[src/rtl/ps2_pkg.sv]
// ---------------------------------------------------------------------------
// ps2_pkg
// Shared PS/2 definitions for the host transmit path and the keyboard
// receive path: FSM state encodings, well-known command/response bytes,
// the default clock glitch-filter depth and the frame parity helper.
// ---------------------------------------------------------------------------
package ps2_pkg;

  // Host transmitter FSM states.
  localparam logic [2:0] ST_IDLE     = 3'd0;
  localparam logic [2:0] ST_INHIBIT  = 3'd1;
  localparam logic [2:0] ST_RTS      = 3'd2;
  localparam logic [2:0] ST_SHIFT    = 3'd3;
  localparam logic [2:0] ST_ACK      = 3'd4;
  localparam logic [2:0] ST_WAIT_REL = 3'd5;
  localparam logic [2:0] ST_DONE     = 3'd6;
  localparam logic [2:0] ST_ERR      = 3'd7;

  // Keyboard command and response bytes.
  localparam logic [7:0] CMD_SET_LED = 8'hED;
  localparam logic [7:0] CMD_RESET   = 8'hFF;
  localparam logic [7:0] CMD_ENABLE  = 8'hF4;
  localparam logic [7:0] RSP_ACK     = 8'hFA;

  // Number of consecutive equal PS2Clk samples before the filtered level moves.
  localparam int PS2_FILTER_LEN = 8;

  // PS/2 frames carry odd parity over the 8 data bits.
  function automatic logic odd_parity(input logic [7:0] b);
    return ~^b;
  endfunction

endpackage

[src/rtl/ps2_line_sync.sv]
// ---------------------------------------------------------------------------
// ps2_line_sync
// Brings the asynchronous PS2Clk and data pads into the clk domain.
// Both lines pass a 2-FF synchroniser; PS2Clk is additionally glitch
// filtered and produces a one-cycle strobe on each filtered falling edge.
// Shared by the host transmitter and the keyboard receiver.
//   clk        in   system clock
//   reset      in   asynchronous, active-high reset
//   clk_pad    in   PS2Clk pad (async)
//   data_pad   in   PS2 data pad (async)
//   clk_filt   out  synchronised, filtered PS2Clk level
//   clk_fall   out  1-cycle strobe: clk_filt went 1 -> 0
//   data_sync  out  synchronised data level
// ---------------------------------------------------------------------------
module ps2_line_sync
  import ps2_pkg::*;
#(
  parameter int FILTER_LEN = PS2_FILTER_LEN
) (
  input  logic clk,
  input  logic reset,
  input  logic clk_pad,
  input  logic data_pad,
  output logic clk_filt,
  output logic clk_fall,
  output logic data_sync
);

  logic [1:0]            clk_meta;
  logic [1:0]            data_meta;
  logic [FILTER_LEN-1:0] clk_hist;

  // Everything resets to the idle (released, high) line level so that
  // leaving reset never produces a spurious falling-edge strobe.
  always_ff @(posedge clk or posedge reset) begin
    if (reset) begin
      clk_meta  <= '1;
      data_meta <= '1;
      clk_hist  <= '1;
      clk_filt  <= 1'b1;
      clk_fall  <= 1'b0;
    end else begin
      // NOTE: non-blocking assignments make every register here sample the
      // pre-edge value of the stage before it, giving a true shift chain.
      clk_meta <= {clk_meta[0], clk_pad};
      data_meta <= {data_meta[0], data_pad};
      clk_hist  <= {clk_hist[FILTER_LEN-2:0], clk_meta[1]};
      clk_fall  <= 1'b0;
      // The filtered level only moves once the whole history agrees.
      if (&clk_hist) begin
        clk_filt <= 1'b1;
      end else if (~|clk_hist) begin
        clk_filt <= 1'b0;
        clk_fall <= clk_filt;
      end
    end
  end

  assign data_sync = data_meta[1];

endmodule

[src/rtl/ps2_host_tx.sv]
// ---------------------------------------------------------------------------
// ps2_host_tx
// Host-to-device PS/2 transmitter. Inhibits the bus, issues request-to-send,
// shifts out start/8 data/odd parity/stop on device-generated clock edges,
// checks the device ACK and waits for bus release.
//   clk        in   system clock
//   reset      in   asynchronous, active-high reset
//   PS2Clk_in  in   PS2Clk pad input (async)
//   PS2Clk_oe  out  1 = pull PS2Clk low, 0 = release
//   data_in    in   PS2 data pad input (async)
//   data_oe    out  1 = pull data low, 0 = release
//   tx_data    in   command byte, captured when tx_start is accepted
//   tx_start   in   send request, accepted only in IDLE
//   busy       out  high from accept until the DONE/ERR cycle
//   done       out  1-cycle pulse: byte sent and ACK seen
//   err        out  1-cycle pulse: timeout or missing ACK
// ---------------------------------------------------------------------------
module ps2_host_tx
  import ps2_pkg::*;
#(
  // Must exceed the line-sync latency (~FILTER_LEN+3) so the filtered
  // falling edge caused by our own inhibit lands inside INHIBIT.
  parameter int unsigned INHIBIT_CYCLES = 10000,
  parameter int unsigned START_TIMEOUT  = 1500000,
  parameter int unsigned BIT_TIMEOUT    = 200000,
  parameter int          FILTER_LEN     = PS2_FILTER_LEN
) (
  input  logic       clk,
  input  logic       reset,
  input  logic       PS2Clk_in,
  output logic       PS2Clk_oe,
  input  logic       data_in,
  output logic       data_oe,
  input  logic [7:0] tx_data,
  input  logic       tx_start,
  output logic       busy,
  output logic       done,
  output logic       err
);

  localparam logic [20:0] INHIBIT_LAST = 21'(INHIBIT_CYCLES - 1);
  // Data is pulled low one cycle before the clock is released.
  localparam logic [20:0] INHIBIT_DATA = 21'(INHIBIT_CYCLES - 2);
  localparam logic [20:0] START_LAST   = 21'(START_TIMEOUT - 1);
  localparam logic [20:0] BIT_LAST     = 21'(BIT_TIMEOUT - 1);

  logic [2:0]  state;
  logic [10:0] frame;     // {stop, par, data[7:0], start}; bit 0 is on the wire
  logic [3:0]  bit_cnt;   // bits driven since the first device clock
  logic [20:0] tmo_cnt;

  logic        clk_filt;
  logic        clk_fall;
  logic        data_sync;

  logic        waiting;
  logic [20:0] tmo_limit;
  logic        released;
  logic        tmo_hit;
  logic        nack;
  logic        abort;

  ps2_line_sync #(
    .FILTER_LEN (FILTER_LEN)
  ) u_line_sync (
    .clk       (clk),
    .reset     (reset),
    .clk_pad   (PS2Clk_in),
    .data_pad  (data_in),
    .clk_filt  (clk_filt),
    .clk_fall  (clk_fall),
    .data_sync (data_sync)
  );

  // Abort detection: per-state timeout or a device that did not ACK.
  always_comb begin
    // NOTE: every combinational output gets a default first so no path
    // through the case leaves it unassigned (which would infer a latch).
    waiting   = 1'b0;
    tmo_limit = BIT_LAST;
    case (state)
      ST_RTS: begin
        waiting   = 1'b1;
        tmo_limit = START_LAST;
      end
      ST_SHIFT, ST_ACK, ST_WAIT_REL: waiting = 1'b1;
      default: ;
    endcase
    released = clk_filt & data_sync;
    // A device edge or bus release in the expiry cycle still wins.
    tmo_hit  = waiting && (tmo_cnt == tmo_limit) && !clk_fall &&
               !((state == ST_WAIT_REL) && released);
    nack     = (state == ST_ACK) && clk_fall && data_sync;
    abort    = tmo_hit | nack;
  end

  always_ff @(posedge clk or posedge reset) begin
    if (reset) begin
      state     <= ST_IDLE;
      frame     <= '0;
      bit_cnt   <= '0;
      tmo_cnt   <= '0;
      PS2Clk_oe <= 1'b0;
      data_oe   <= 1'b0;
      busy      <= 1'b0;
      done      <= 1'b0;
      err       <= 1'b0;
    end else begin
      done    <= 1'b0;
      err     <= 1'b0;
      tmo_cnt <= tmo_cnt + 21'd1;

      case (state)
        ST_IDLE: begin
          tmo_cnt <= '0;
          bit_cnt <= '0;
          if (tx_start) begin
            frame     <= {1'b1, odd_parity(tx_data), tx_data, 1'b0};
            busy      <= 1'b1;
            PS2Clk_oe <= 1'b1;
            state     <= ST_INHIBIT;
          end
        end

        ST_INHIBIT: begin
          if (tmo_cnt == INHIBIT_LAST) begin
            PS2Clk_oe <= 1'b0;
            tmo_cnt   <= '0;
            state     <= ST_RTS;
          end else if (tmo_cnt == INHIBIT_DATA) begin
            data_oe <= ~frame[0];   // start bit
          end
        end

        // Each device falling edge moves the next frame bit onto the wire.
        ST_RTS, ST_SHIFT: begin
          if (clk_fall) begin
            frame   <= {1'b1, frame[10:1]};
            data_oe <= ~frame[1];
            tmo_cnt <= '0;
            if (state == ST_RTS) begin
              bit_cnt <= 4'd1;
              state   <= ST_SHIFT;
            end else begin
              bit_cnt <= bit_cnt + 4'd1;
              // The fall driving the stop bit (10th bit) ends shifting.
              if (bit_cnt == 4'd9) state <= ST_ACK;
            end
          end
        end

        ST_ACK: begin
          if (clk_fall && !data_sync) begin
            tmo_cnt <= '0;
            state   <= ST_WAIT_REL;
          end
        end

        ST_WAIT_REL: begin
          if (released) begin
            done  <= 1'b1;
            busy  <= 1'b0;
            state <= ST_DONE;
          end
        end

        ST_DONE, ST_ERR: begin
          tmo_cnt <= '0;
          state   <= ST_IDLE;
        end

        default: state <= ST_IDLE;
      endcase

      // Abort overrides whatever the state decided this cycle.
      if (abort) begin
        err       <= 1'b1;
        busy      <= 1'b0;
        PS2Clk_oe <= 1'b0;
        data_oe   <= 1'b0;
        tmo_cnt   <= '0;
        state     <= ST_ERR;
      end
    end
  end

endmodule

[config.mk]
export PLATFORM = sky130hd
export DESIGN_NAME = ps2_host_tx
export DESIGN_NICKNAME = d
export VERILOG_FILES = /design/src/rtl/ps2_pkg.sv /design/src/rtl/ps2_line_sync.sv /design/src/rtl/ps2_host_tx.sv
export SDC_FILE = /design/constraint.sdc
export NUM_CORES = 1
export LEC_CHECK = 0
export CAP_MARGIN = 15
export CORE_MARGIN = 4
export CORE_UTILIZATION = 50
export CTS_BUF_LIST = sky130_fd_sc_hd__clkbuf_2
export DETAILED_ROUTE_END_ITERATION = 10
export PLACE_DENSITY_LB_ADDON = 0.12
export SKIP_LAST_GASP = 1
export SLEW_MARGIN = 10
export SYNTH_ARGS = -nofsm -noshare
export SYNTH_HDL_FRONTEND = slang
export SYNTH_SLANG_ARGS = --single-unit
[constraint.sdc]
create_clock -name clk -period 1.85 [get_ports clk]
set_clock_uncertainty 0.2 [all_clocks]
set_input_delay 0.37 -clock clk [delete_from_list [all_inputs] [get_ports clk]]
set_output_delay 0.37 -clock clk [all_outputs]
set_load 0.02 [all_outputs]
### Word level (Yosys, flattened, before mapping)

Index checks and enable logic that the tools add are counted.

* register bits after elaboration: 58
* latch bits: 0
* RAM bits: 0
* bits in read-only memories: 0
* input port bits: 13
* output and inout port bits: 5
* word-level logic and storage cells: 111
* memories kept: 0

* add/sub/neg operators: 2
* $mul: 0
* div/mod/pow operators: 0
* $lt $le $gt $ge: 0
* equal/unequal tests: 22
* shifts and indexed selects: 0
* muxes and demuxes: 41
* bitwise operators: 4
* reductions and logical operators: 28

Operators with widths (number)
* two-way mux 21 bit: 5
* one-hot mux 21 bit (4 select lines): 1
* == test 21 x 14 -> 1 bit (second input constant): 2
* two-way mux 3 bit: 8
* two-way mux 11 bit: 2
* one-hot mux 11 bit (2 select lines): 1
* adder 21 x 1 -> 21 bit (second input constant): 1
* == test 21 bit: 1
* one-hot mux 3 bit (6 select lines): 1
* two-way mux 1 bit: 17
* inequality test 3 bit (second input constant): 5
* == test 3 bit (second input constant): 4
* AND reduction 3 bit: 3
* nonzero test 3 bit: 3
* two-way mux 4 bit: 2
* one-hot mux 4 bit (2 select lines): 1
* AND reduction 8 bit: 1
* OR reduction 8 bit: 1
* XNOR reduction 8 bit: 1
* logical AND 1 bit: 7
* == test 3 x 2 -> 1 bit (second input constant): 2
* inequality test 3 x 2 -> 1 bit (second input constant): 2
* one-hot mux 1 bit (2 select lines): 3
* AND reduction 6 bit: 1
* other kinds (17): 22

### Logic depth before layout (Yosys ltp)

Gate-level depths: netlist of the first run.

* depth in word-level cells: 9
* gate-level depth with buffers: 7
* gate-level depth less buffers: 7

### Cells and area by module

A second synthesis of the first run with hierarchy kept.

* cell total of the unflattened synthesis: 303
* area, all modules: 3098.0 sq um

By module, submodules not included
* ps2_host_tx: times used 1, cells an instance 281, area each 2671.3 sq um
* ps2_line_sync: times used 1, cells an instance 22, area each 426.7 sq um

### Worst setup path before layout of the first run

Ideal clock, no wire load.

* path kind: register to register
* start point: register tmo_cnt[7]
* end point: register tmo_cnt[6]
* setup time: 0.119 ns
* data arrival time: 1.683 ns
* data required time: 1.531 ns
* setup slack: -0.152 ns
* stages on the path, launching flop included: 7
* cell sequence: dfrtp_1 -> or4b_4 -> nor4_2 -> o2111ai_2 -> o21ai_2 -> buf_6 -> nor2_1

* cells in the longest elaborated chain, start to end: 6
* elaborated cells between the ends (all ways): 9
* classes of those cells: 2 x eq/ne; 3 x mux; 1 x bitwise; 3 x reduce/logical

Ends and longest elaborated chain
* from (decl): RTL line ps2_host_tx.sv:50 `logic [20:0] tmo_cnt;`
* from (signal assigned): RTL line ps2_host_tx.sv:111 `tmo_cnt <= tmo_cnt + 21'd1;`
* branches (longest 5 deep; another with == test 21 x 14 -> 1 bit)
* two-way mux 21 bit (*): RTL line ps2_host_tx.sv:176 `if (abort) begin`

Every way passes the cells marked *.
A chain may end at the register's enable or synchronous reset.

### Worst setup path after layout of the first run

* start point: register tmo_cnt[12]
* end point: register tmo_cnt[19]

* cells in the longest elaborated chain, start to end: 6
* elaborated cells between the ends (all ways): 12
* classes of those cells: 1 x add/sub; 2 x eq/ne; 5 x mux; 1 x bitwise; 3 x reduce/logical

Ends and longest elaborated chain (RTL line)
* branches (longest 5 deep; another with adder 21 x 1 -> 21 bit)
* two-way mux 21 bit (*): ps2_host_tx.sv:176

Marks and branches as above.

==> results of run 1 <==
[power by group]
group | switching, W | internal [W]
clock network | 0.000474 | 0.000185
logic | 0.0000559 | 0.0000595
registers | 0.0000130 | 0.00130
total | 0.000543 | 0.00154
[metal layers]
metal	vias up	track usage, %
met2	61	28.0
met5	-	0
met4	0	9.06
met1	1156	25.6
met3	15	3.88
li1	1180	-
[how the worst max path moves through the flow]
stage	startpoint	end	slack [ns]
after detailed placement	tmo_cnt[19]	tmo_cnt[2]	-0.22
after floorplan	tmo_cnt[19]	tmo_cnt[6]	-0.11
after CTS	tmo_cnt[12]	tmo_cnt[19]	-0.22
after global placement	tmo_cnt[19]	tmo_cnt[3]	-0.16
after global routing	tmo_cnt[12]	tmo_cnt[19]	-0.29
final	tmo_cnt[12]	tmo_cnt[19]	-0.19
[flip-flops by register name, indices dropped and copies added, names as in the netlist]
register and flops:
tmo_cnt 21, frame 11, u_line_sync.clk_hist 8, bit_cnt 4
state 3, u_line_sync.clk_meta 2, u_line_sync.data_meta 2, PS2Clk_oe 1
busy 1, data_oe 1, done 1, err 1
u_line_sync.clk_fall 1, u_line_sync.clk_filt 1
[worst max-delay path: cells and delay by family, from the launching register on]
kind,cells,cell delay [ns]
AND/OR/NAND/NOR,2,0.62
AO/OA/AOI/OAI,3,0.51
flip-flops,1,0.41
buffers and inverters,1,0.17
[stage by stage]
| stage | hold WS [ns] | TNS (ns) | total power (W) | std cells | setup WS, ns |
|---|---|---|---|---|---|
| finish | 0.0573 | -3.84 | 0.00209 | 444 | -0.187 |
| global route | 0.0276 | -7.07 | 0.00218 | 444 | -0.286 |
| CTS | 0.0283 | -4.50 | 0.00210 | 442 | -0.217 |
| detailed placement | 0.150 | -5.87 | 0.00145 | 423 | -0.216 |
| global placement | 0.153 | -4.92 | 0.00145 | 423 | -0.163 |
| floorplan | 0.145 | -2.34 | 0.00139 | 304 | -0.112 |
[logic make-up after synthesis]
family	after synthesis	synth area share, %
AND/OR/NAND/NOR	146	25.6
flip-flops	58	49.5
AO/OA/AOI/OAI	43	9.45
XOR/XNOR	27	7.97
buffers and inverters	24	5.11
adder cells (fa/ha/maj)	4	1.69
multiplexers	2	0.675
[final cells by class]
type,count,area [sq um]
timing repair buffer,66,573
fill,441,1980
inverter,10,41.3
clock buffer,12,60.1
tap,72,90.1
multi-input combinational,222,1410
clock inverter,4,21.3
sequential,58,1470
[synthesized netlist by cell type (2+ instances only)]
library cell,instances,area (sq um)
o21ai_0,10,50.1
ha_1,4,50.1
nand3_1,10,50.1
nand2_1,39,146
nor3_1,4,20.0
o22ai_1,3,18.8
nor4_1,3,18.8
a21oi_1,9,45.0
nand4_1,16,100
clkbuf_1,5,18.8
dfstp_2,13,342
nand2b_1,2,12.5
nor3b_1,2,15.0
nor2b_1,4,25.0
mux2i_1,2,20.0
o211ai_1,2,15.0
and2b_2,2,17.5
inv_1,10,37.5
or3b_2,2,17.5
xor2_1,16,140
xnor2_1,11,96.3
dfrtp_1,45,1130
clkbuf_8,3,41.3
nand3b_1,2,15.0
and3_1,5,31.3
nor2_1,40,150
and2_1,3,18.8
buf_6,4,45.0
a21boi_0,2,15.0
a31oi_1,9,56.3
[layout by cell type (no fill, tap or decap), types with 3 or more instances in the layout]
master            n
nand2_1          39
nand3_1          10
clkdlybuf4s50_1  12
dfrtp_1          45
and3_1            5
buf_12            3
a31oi_1           9
and2_1            3
o22ai_1           3
buf_4            42
dfstp_2          13
a21oi_1           8
clkbuf_2         13
xor2_1           16
inv_1             9
o21ai_0           9
ha_1              4
xnor2_1          11
nand4_1          16
nor3_1            3
nor2_1           40
dlygate4sd2_1     4
[what timing repair did]
action | CTS | global route
pin swaps | 4 | 6
gates resized for setup | 13 | 9
hold endpoints to repair | 2 | 0
buffers inserted | 1 | 2
cloned | 1 | 0
hold buffers | 1 | 0
endpoints found under the setup margin | 40 | 38
==> impl_results.md, run 1 <==
- Iter 0 DRT Violations: about 160
- Yosys reg bits: 58
- Metal2 WL: between 2000 and 3000 um
- Avg Inst Size Synth: between 9 and 10 sq um
- Yosys warns: 0
- Worst vdd ir: about 0.00045 V
- DR WL/cell: between 10 and 15 um
- CP max stage delay: 0.56 ns
- Final hold viol count: 0
- Static leakage: around 1.7 nW
- Root Buffer: clkbuf_2
- Yosys cell types: 52
- Worst setup SP type: flip-flop
- M1 WL: ~3000 um
- DRT antenna net count: 0
- Post-synth EDFFs: 0
- First-pass GRT wire length: about 11000 um
- HP Start: PS2Clk_in
- Drt drc: 0
- Vias in the first global route: between 2000 and 2500
- Worst EP required: between 2 and 2.5 ns
- Final setup violating endpoints: 27
- Cell area after synthesis: just under 0.003 sq mm
- IO Port Bufs: 17
- Final wirelength: 6280 um
- CTS tree: done
- Area Growth Syn to Fin: 23.4%
- Status: finished with violations
- CP dominant cell by count: a211oi_4
- Seq/Total Area, Yosys: 49.5%
- Post-DP HPWL: approximately 4400 um
- Fin crit period: roughly 2 ns
- Slew Limit Headroom: about three quarters
- GRT Residual Overflow: 0
- Max Fclk: ~0.5 GHz
- Post-synth ARST share: 100%
- Max Slew Vio Count: 0
- Final Util: between 60% and 70%
- Worst R2R Start: tmo_cnt[12]
- Syn Nets: 321
- Num ports: 18
- Final Wtd Congestion: between 0.8 and 0.9
- Worst Path Arrival: between 2 and 2.5 ns
- Top layer in use: met4
- First drt pass iteration count: 5
- Met3 Wirelength: around 290 um
- Final nets: around 380
- Largest net degree at the start of global routing: 26
- Sequence of cells on the critical path: or4b_4 > a211oi_4 > a211oi_4 > o21ai_2 > buf_12 > nor2_1
- Post-Syn Instances: 304
- CTS sink count: 58
- Clock Latency Late Sink: between 0.5 and 0.6 ns
- Hold Path Stages: 1
- Reg2reg end: tmo_cnt[19]
- Max cap viols: 0
- Fraction of layout cells with a size suffix above 1: a little over a quarter
- Diode count: 0
- Die ar.: between 0.007 and 0.008 sq mm
- Clock-pin slew on the worst setup and hold paths: roughly 0.17 ns
- Placed inst area: 0.00349 sq mm
- Hold Path End: u_line_sync.clk_meta[0]
- Worst-Margin Slew: ~0.4 ns
- Initial antenna violation count: 0
- CP endpoint kind: flip-flop
- RSZ-0062 raised after global routing: true
- Final Cell Area: roughly 0.0037 sq mm
- Die W: 85.0 um
- Setup CP Type: reg -> reg
- Starting Density: between 50% and 60%
- PnR worst setup slack: -0.187 ns
- R2R depth: 6
- FP Rows: 27
- Via count: roughly 2400
- PwrDens: 570 mW/mm^2
- Total GRT Usage: approximately a fifth
- Clk buf depth: 2
- Failing checks: negative setup slack
- Core region area: ~0.0056 sq mm
- CTS buffer count: 9
- H-tree depth: 3
- Critical path's slowest cell: or4b_4
- Post-DR vias/cell: roughly 5.4
- Die H: 85.0 um
- R2R Setup Slk: -0.19 ns
- Crit path max fanout: 21
- Min-delay worst type: in -> reg
- Final worst path period share: 110%
- Predominant post-synthesis flop cell: dfrtp_1
No activity file was read; power rests on OpenSTA's default activity.
==> inputs of run 2 (changes only) <==
Settings changed: HOLD_SLACK_MARGIN from default to 0.12.
==> run 2 against run 1 <==
Effect of this change:
- the run still ends with negative setup slack left
- non-clock buffer count rose by 2
- hold slack improved by 0.099 ns
- total power rose by 0.15%
- global-route usage rose by 0.082 points
- largest cell class unchanged
- critical path type unchanged
- clock power barely moved
- first-iteration DRC count rose by 4.5%
- sequential power barely moved
- count of clock-buffer cells in the layout did not move
- setup slack barely moved
- final cell count rose by 0.45%
==> impl_results.md, run 2 (synthesis results as in run 1) <==
- Min-delay worst type: reg -> reg
- Worst hold slack: 0.157 ns (+0.0994 ns)
- Top reg by flops: tmo_cnt
- Worst R2R Start: tmo_cnt[12]
- Worst setup SP type: flip-flop
- Clk buf depth: 2 (unchanged)
- Core region area: 0.00564 sq mm (unchanged)
- Vias in the first global route: 2370 (+0.25%)
- Num ports: 18 (unchanged)
- Root Buffer: clkbuf_2
- Largest net degree at the start of global routing: 26 (unchanged)
- Failing checks: negative setup slack
- Max cap viols: 0 (unchanged)
- Hold Path End: u_line_sync.data_meta[1]
- Met1 Usage GRT: 25.7% (+0.12 points)
- Slew Limit Headroom: 72.8% (-0.47 points)
- Final wirelength: 6300 um (+0.35%)
- Non-Filler Instances: 446 (+0.45%)
- Post-DR vias/cell: 5.41 (-0.41%)
- HP Start: u_line_sync.data_meta[0]
- Number of flip-flops in the largest register: 21 (unchanged)
- Final worst path period share: 110% (about the same)
- Die W: 85.0 um (unchanged)
- Worst-Margin Slew: 0.408 ns (+0.00710 ns)
- PnR worst setup slack: -0.187 ns (+0.00000300 ns)
- Iter 0 DRT Violations: 163 (+4.5%)
- Inst Count DP: 423 (unchanged)
- Die ar.: 0.00723 sq mm (unchanged)
- Clock-pin slew on the worst setup and hold paths: 0.17 ns (about the same)
- Final Wtd Congestion: 0.882 (unchanged)
- Worst vdd ir: 0.000458 V (+2.2%)
- Status: finished with violations
- Static leakage: 1.66 nW (+0.50%)
- R2R depth: 6 (unchanged)
- GRT Residual Overflow: 0 (unchanged)
- Reg2reg end: tmo_cnt[19]
- First drt pass iteration count: 5 (unchanged)
- Crit path max fanout: 21 (unchanged)
- Setup CP Type: reg -> reg
- Initial antenna violation count: 0 (unchanged)
- Drt drc: 0 (unchanged)
- Hold Path Stages: 0 (-1)
- Total GRT Usage: 18.7% (+0.082 points)
- Worst Path Arrival: 2.21 ns (about the same)
- Diode count: 0 (unchanged)
- Commonest cells after routing, fill and taps aside: 45 x dfrtp_1, 42 x buf_4, 40 x nor2_1
- Die H: 85.0 um (unchanged)
- Final hold viol count: 0 (unchanged)
- Area Growth Syn to Fin: 24.1%
- H-tree depth: 3 (unchanged)
- Overall power: 0.00209 W (+0.15%)
- PwrDens: 568 mW/mm^2 (-0.40%)
- CTS sink count: 58 (unchanged)
- First-pass GRT wire length: 10800 um (+0.52%)
- Final nets: 386 (+0.52%)
- RSZ-0062 raised after global routing: true
- DRT antenna net count: 0 (unchanged)
- CTS tree: done
- GR Layer Usage met3: 3.88% (unchanged)
- FP Rows: 27 (unchanged)
- Starting Density: 52.6% (unchanged)
- Final setup violating endpoints: 27 (unchanged)
- DR WL/cell: 14.1 um (about the same)
- CP endpoint kind: flip-flop
- IO Port Bufs: 17 (unchanged)
- Max Slew Vio Count: 0 (unchanged)
- Fraction of layout cells with a size suffix above 1: 27.3% (-0.15 points)
- Grt peak-use layer: met2
- R2R Setup Slk: -0.19 ns (about the same)
- Total negative setup slack: -3.85 ns (-0.00180 ns)
- Via count: 2413 (+0.041%)
- GR Layer Usage met2: 28.1% (+0.14 points)
- Most common cell after layout, fill and taps aside: dfrtp_1
- CTS buffer count: 9 (unchanged)
- Clock Latency Late Sink: 0.51 ns (about the same)
- Max Fclk: 0.491 GHz (about the same)
- Fin crit period: 2.04 ns (-0.00000300 ns)
- Post-DP HPWL: 4380 um (unchanged)
- Worst EP required: 2.02 ns (about the same)
- Largest regs: tmo_cnt (21), frame (11), u_line_sync.clk_hist (8)
==> run 2: cell count changes in the layout (fill, tap and decap cells not counted) <==
cell           change
dlygate4sd3_1      +2
==> run 2: what timing repair did <==
action,CTS,global route
hold buffers,3,0
buffers inserted,1,2
gates cloned,1,0
setup endpoints to repair,40,38
resized for setup,13,9
endpoints found under the hold margin,4,0
pin swaps,4,6
==> run 2: layer usage <==
metal  part of all wire, %  routed length [um]  vias up
li1                      -                   -     1186
met1                    47                2980     1152
met2                    46                2880       60
met3                   4.6                 290       15
met4                   2.3                 144        0
met5                     0                   0        -
==> run 2: critical path: stages, from the launching register on <==
cell      delay, ns
dfrtp_1        0.41
or4b_4         0.56
a211oi_4       0.21
a211oi_4       0.11
o21ai_2        0.19
buf_12         0.17
nor2_1         0.06
==> run 2: final cells by class <==
cell class                 count  area (sq um)
fill                         439          1960
sequential                    58          1470
multi-input combinational    222          1410
timing repair buffer          68           593
tap                           72          90.1
clock buffer                  12          60.1
inverter                      10          41.3
clock inverter                 4          21.3
==> run 2: how the worst max path moves through the flow <==
| stage | slack (ns) | from | to |
|---|---|---|---|
| after floorplan | -0.11 | tmo_cnt[19] | tmo_cnt[6] |
| after global placement | -0.16 | tmo_cnt[19] | tmo_cnt[3] |
| after global routing | -0.29 | tmo_cnt[12] | tmo_cnt[19] |
| after CTS | -0.22 | tmo_cnt[12] | tmo_cnt[19] |
| final | -0.19 | tmo_cnt[12] | tmo_cnt[19] |
| after detailed placement | -0.22 | tmo_cnt[19] | tmo_cnt[2] |
==> run 2: metrics by stage <==
stage	setup slack [ns]	utilization, %	cell area [sq um]
final	-0.187	65.2	3680
after global routing	-0.286	65.2	3680
after CTS	-0.217	64.4	3630
after detailed placement	-0.216	61.8	3490
after global placement	-0.163	61.8	3490
after floorplan	-0.112	-	2970
==> run 2: power breakdown <==
part           total [W]  internal, W  switching (W)
registers        0.00131      0.00130      0.0000130
clock network   0.000659     0.000185       0.000474
logic           0.000119    0.0000622      0.0000567
==> inputs of run 3 (changes only) <==
Settings changed: GPL_ROUTABILITY_DRIVEN from default to 0.
==> results of run 3 <==
No change in the layout: final DEF, timing and power equal those of run 2.
